$ cat config.mk
export PLATFORM = sky130hd
export DESIGN_NAME = axis_rate_meter
export DESIGN_NICKNAME = d
export VERILOG_FILES = /design/src/rtl/axis_rate_meter.sv
export SDC_FILE = /design/constraint.sdc
export NUM_CORES = 1
export LEC_CHECK = 0
export ABC_CLOCK_PERIOD_IN_PS = 14500
export CELL_PAD_IN_SITES_DETAIL_PLACEMENT = 1
export CELL_PAD_IN_SITES_GLOBAL_PLACEMENT = 1
export CORE_MARGIN = 1.5
export CORE_UTILIZATION = 43
export DETAILED_ROUTE_END_ITERATION = 8
export PLACE_DENSITY = 0.92
export SLEW_MARGIN = 20
export SYNTH_ARGS = -nofsm -noshare
export SYNTH_HDL_FRONTEND = slang
export SYNTH_SLANG_ARGS = --single-unit
$ cat constraint.sdc
create_clock -name clk -period 14.5 [get_ports clk]
set_clock_uncertainty 0.2 [all_clocks]
set_input_delay 2.175 -clock clk [delete_from_list [all_inputs] [get_ports clk]]
set_output_delay 2.175 -clock clk [all_outputs]
set_load 0.03 [all_outputs]
$ cat src/rtl/axis_rate_meter.sv
// axis_rate_meter: passive AXI-Stream byte-rate monitor over CLOCKS_PER_USEC-cycle windows.
// Optional: define RATE_METER_PKT_EN to add PKTS_LAST_USEC (TLAST beats per window).
module axis_rate_meter #(
    parameter int DW              = 512,
    parameter int CLOCKS_PER_USEC = 250
) (
    input  logic            clk,
    input  logic            resetn,
    input  logic [DW/8-1:0] AXIS_TKEEP,
    input  logic            AXIS_TLAST,
    input  logic            AXIS_TVALID,
    input  logic            AXIS_TREADY,
    input  logic [31:0]     LIMIT_BYTES_PER_USEC,
    input  logic            CLEAR,
    output logic [31:0]     BYTES_LAST_USEC,
    output logic [31:0]     BYTES_PEAK,
    output logic [31:0]     OVER_LIMIT_COUNT,
    output logic            WINDOW_STROBE,
`ifdef RATE_METER_PKT_EN
    output logic [15:0]     PKTS_LAST_USEC,
`endif
    output logic            OVER_LIMIT
);

    localparam int KW = DW / 8;
    localparam int CW = $clog2(CLOCKS_PER_USEC + 1);
    localparam logic [CW-1:0] CNT_MAX = CW'(CLOCKS_PER_USEC);

    function automatic logic [31:0] popcount(input logic [KW-1:0] v);
        logic [31:0] n;
        n = '0;
        for (int i = 0; i < KW; i++) n = n + 32'(v[i]);
        return n;
    endfunction

    function automatic logic [31:0] sat_inc32(input logic [31:0] v);
        return (v == '1) ? v : v + 32'd1;
    endfunction

    logic          beat;
    logic [CW-1:0] cnt_q, cnt_d;
    logic [31:0]   bytes_p1_q;
    logic          end_p1_q;
    logic [31:0]   lim_q;
    logic [31:0]   acc_q;
    logic [31:0]   total_d;
    logic          over_d;
    logic [31:0]   last_q, peak_q, ocnt_q;
    logic          strobe_q, over_q;

    always_comb begin
        beat    = AXIS_TVALID & AXIS_TREADY;
        cnt_d   = (cnt_q == CNT_MAX) ? CW'(1) : cnt_q + CW'(1);
        // The closing beat still belongs to the window being reported.
        total_d = acc_q + bytes_p1_q;
        over_d  = (lim_q != '0) && (total_d > lim_q);
    end

    always_ff @(posedge clk) begin
        if (!resetn) begin
            cnt_q      <= CW'(1);
            bytes_p1_q <= '0;
            end_p1_q   <= 1'b0;
            lim_q      <= '0;
            acc_q      <= '0;
            last_q     <= '0;
            peak_q     <= '0;
            ocnt_q     <= '0;
            strobe_q   <= 1'b0;
            over_q     <= 1'b0;
        end else begin
            // stage 1: beat byte count and window-end flag
            cnt_q      <= cnt_d;
            bytes_p1_q <= beat ? popcount(AXIS_TKEEP) : '0;
            end_p1_q   <= (cnt_q == CNT_MAX);
            lim_q      <= LIMIT_BYTES_PER_USEC;
            // stage 2: accumulate, publish on window end
            acc_q      <= end_p1_q ? '0 : total_d;
            strobe_q   <= end_p1_q;
            over_q     <= end_p1_q & over_d;
            if (end_p1_q) last_q <= total_d;
            if (CLEAR) begin
                peak_q <= '0;
                ocnt_q <= '0;
            end else if (end_p1_q) begin
                if (total_d > peak_q) peak_q <= total_d;
                if (over_d) ocnt_q <= sat_inc32(ocnt_q);
            end
        end
    end

    assign BYTES_LAST_USEC  = last_q;
    assign BYTES_PEAK       = peak_q;
    assign OVER_LIMIT_COUNT = ocnt_q;
    assign WINDOW_STROBE    = strobe_q;
    assign OVER_LIMIT       = over_q;

`ifdef RATE_METER_PKT_EN
    function automatic logic [15:0] sat_add16(input logic [15:0] a, input logic b);
        return (a == '1) ? a : a + 16'(b);
    endfunction

    logic        pkt_p1_q;
    logic [15:0] pkt_acc_q, pkt_tot_d, pkts_q;

    always_comb pkt_tot_d = sat_add16(pkt_acc_q, pkt_p1_q);

    always_ff @(posedge clk) begin
        if (!resetn) begin
            pkt_p1_q  <= 1'b0;
            pkt_acc_q <= '0;
            pkts_q    <= '0;
        end else begin
            pkt_p1_q  <= beat & AXIS_TLAST;
            pkt_acc_q <= end_p1_q ? '0 : pkt_tot_d;
            if (end_p1_q) pkts_q <= pkt_tot_d;
        end
    end

    assign PKTS_LAST_USEC = pkts_q;
`else
    logic unused_tlast;
    assign unused_tlast = AXIS_TLAST;
`endif

endmodule

==> metrics.md <==
| Metric | Value |
|---|---|
| Ys flop type | dfxtp_1 |
| Vias | 9537 |
| Final Hold Fails | 0 |
| Final worst-path cycle share | 57.4% |
| P&R area growth vs syn | 27.8% |
| Core area | 23500 sq um |
| Tot Pwr | 2.46 mW |
| Req. time, crit path | 14.62 ns |
| Syn nets | 1430 |
| Setup Buffers After CTS | 0 |
| Post-cts sizing count | 0 |
| Routed WL | 36200 um |
| Max-Slew Margin vs Limit | 31.6% |
| Largest net degree at the start of global routing | 62 |
| Initial antenna violation count | 0 |
| Leakage | 5.63 nW |
| Post-DRT Antenna Nets | 0 |
| Top Ports | 200 |
| Vias per cell | 5.61 |
| Final setup viols | 0 |
| Yosys top cell area share | 34.5% |
| Cells on worst reg2reg path | 18 |
| R2R Path Start | bytes_p1_q[0] |
| Share of flip-flops with an asynchronous set or reset | 0% |
| First-pass DRT Iterations | 4 |
| Num CTS Buffers | 17 |
| CTS Hold Bufs | 0 |
| CP endpoint | bytes_p1_q[5] |
| Outcome | complete, no violations |
| Standard-cell rows | 56 |
| Final net count | 1614 |
| RD Place Congestion | 0.846 |
| Gr usage total | 29.7% |
| Ys Warns | 0 |
| CTS tree | done |
| DRC | 0 |
| Crit path max fanout | 2 |
| Die Wd | 158 um |
| Routed length per instance | 21.3 um |
| RSZ-0062 raised after global routing | no |
| Chip height | 158 um |
| CP Class | in2reg |
| Reg-to-Reg End | BYTES_PEAK[30] |
| Worst EP arrival | 8.44 ns |
| Cell variety after synth | 51 |
| Final min period | 8.32 ns |
| HPWL Detailed | 25700 um |
| Most common cell in the netlist | inv_1 |
| Least-Margin Pin Slew | 1.03 ns |
| Worst Hold Class | reg2reg |
| Max-slew violations | 0 |
| Post-synthesis register bit count | 178 |
| Most frequent cells after synthesis | 213 x inv_1, 178 x dfxtp_1, 89 x ha_1, 84 x nor2_1, 76 x a21oi_1 |
| CP Launch Type | primary input |
| Starting DRC count in detailed routing | 654 |
| # Max-Cap Violations | 0 |
| Clock transition at path regs | 0.07 ns |
| Crit path capture type | register |
| Gr ovfl total | 0 |
| Syn avg cell area | 8.71 sq um |
| Number of synthesized flops with an enable pin | 0 |
| Maximum vdd ir drop | 0.352 mV |
| Gate count after technology mapping | 1184 |
| Number of global-route vias before repair | 10500 |
| Longest Clk Path Bufs | 2 |
| Layout cells sized above 1 | 3.41% |
| Skew-Pair Late Insertion Delay | 0.45 ns |
| Register area share after synthesis | 34.5% |
| Achievable Freq | 120 MHz |
| Hold Path Origin | BYTES_LAST_USEC[9] |
| DIE AREA | 24900 sq um |
| Internal reg-to-reg setup slack | 8.66 ns |
| CTS root buf | clkbuf_16 |
| First-pass GRT wire length | 56200 um |
| IO buf count | 198 |
| Mapped cell area | 10300 sq um |
| Htree depth | 4 |
| Setup TNS | 0 ns |
| Starting Density | 43.9% |
| CTS sink count | 178 |
| CP startpoint | AXIS_TKEEP[35] |
| Dominant cells by area after synthesis | dfxtp_1 35%, ha_1 11%, fa_1 11% |
| Pwr dens | 187 nW/um^2 |
| Synth area leader | dfxtp_1 |
[layout make-up]
class                   instances  area (sq um)
flip-flops and latches        178          3560
diodes                          1          2.50
repair buffers                205          2030
clock buffers                  21           470
clock inverters                10           126
well taps                     319           399
multi-input cells             753          5790
inverters                     213           800
fillers                      2748         10300
[metrics by stage]
stage               hold WS [ns]  instance area, sq um  utilization (%)  setup slack [ns]  cells
floorplan                  0.279                 10300                -              6.60   1184
finish                     0.266                 13200             56.2              6.18   1700
CTS                        0.274                 13200             56.1              6.18   1699
global route               0.288                 13200             56.1              5.98   1699
global placement           0.235                 12600             53.6              5.96   1668
detailed placement         0.258                 12600             53.6              5.72   1668
[routing by layer]
metal / track usage, % / up-vias / wire [um]
li1: - / 4308 / -
met1: 33.0 / 4714 / 13700
met2: 54.2 / 399 / 18800
met3: 5.47 / 116 / 2140
met4: 14.8 / 0 / 1470
met5: 0 / - / 0
[placed cells by master (no fill, tap or decap), types with 4 or more instances in the layout]
cell type,netlist,layout
nand4_1,37,37
and3_1,14,14
xnor2_1,26,26
fa_1,55,55
o211ai_1,7,7
o21ai_0,53,53
nor2b_1,10,10
nor2_1,84,84
a21o_1,9,9
a211oi_1,15,15
ha_1,89,89
nor3_1,14,14
o211a_1,10,10
and2_1,41,41
a21oi_1,76,75
mux2i_1,11,11
clkinvlp_4,0,5
o31ai_1,9,9
clkbuf_16,0,17
nor4_1,15,15
o21a_1,7,7
clkdlybuf4s50_1,0,197
or3_1,18,18
and4_1,6,6
or4_1,14,14
nand2_1,58,58
a22o_1,4,4
inv_1,213,213
nand3_1,35,35
dfxtp_1,178,178
xor2_1,12,12
buf_4,3,7
[worst min-delay path by stage]
stage,depth (start not counted),endpoint,slack (ns)
after CTS,2,BYTES_LAST_USEC[9],0.27
after detailed placement,2,BYTES_LAST_USEC[9],0.26
after global routing,2,BYTES_LAST_USEC[9],0.29
after global placement,2,BYTES_LAST_USEC[11],0.24
final,2,BYTES_LAST_USEC[9],0.27
after floorplan,2,cnt_q[0],0.28
[cell families after synthesis]
family | Yosys count | synth area share (%)
AOI/OAI and AO/OA | 205 | 12.3
xor gates and xnor gates | 38 | 3.23
adders and majority gates | 144 | 21.5
buffers and inverters | 253 | 9.55
DFF | 178 | 34.5
muxes | 11 | 1.07
and+or+nand+nor | 355 | 17.9
[worst max-delay path, stage by stage]
cell and delay (ns):
clkdlybuf4s50_1 0.46, inv_1 0.05, fa_1 0.53, inv_1 0.06, fa_1 0.43, fa_1 0.57, inv_1 0.06, fa_1 0.55
inv_1 0.07, fa_1 0.53, fa_1 0.45, fa_1 0.56, inv_1 0.06, fa_1 0.53, inv_1 0.07, ha_1 0.29
a21o_1 0.19, a21o_1 0.20, a21o_1 0.19, a21oi_1 0.19, xnor2_1 0.15, nor2_1 0.09
[registers in the layout, indices dropped and copies added, names as in the netlist]
register and count:
bytes_p1_q 7, lim_q 32, OVER_LIMIT_COUNT 32, WINDOW_STROBE 1, BYTES_LAST_USEC 32, BYTES_PEAK 32, acc_q 32, OVER_LIMIT 1
cnt_q 8, end_p1_q 1
[where the power goes]
group	internal (mW)	leakage, nW	switching [mW]
Clock	0.269	0.276	0.211
Sequential	0.506	1.44	0.00825
Combinational	0.657	3.91	0.812
No activity file was read; power rests on OpenSTA's default activity.
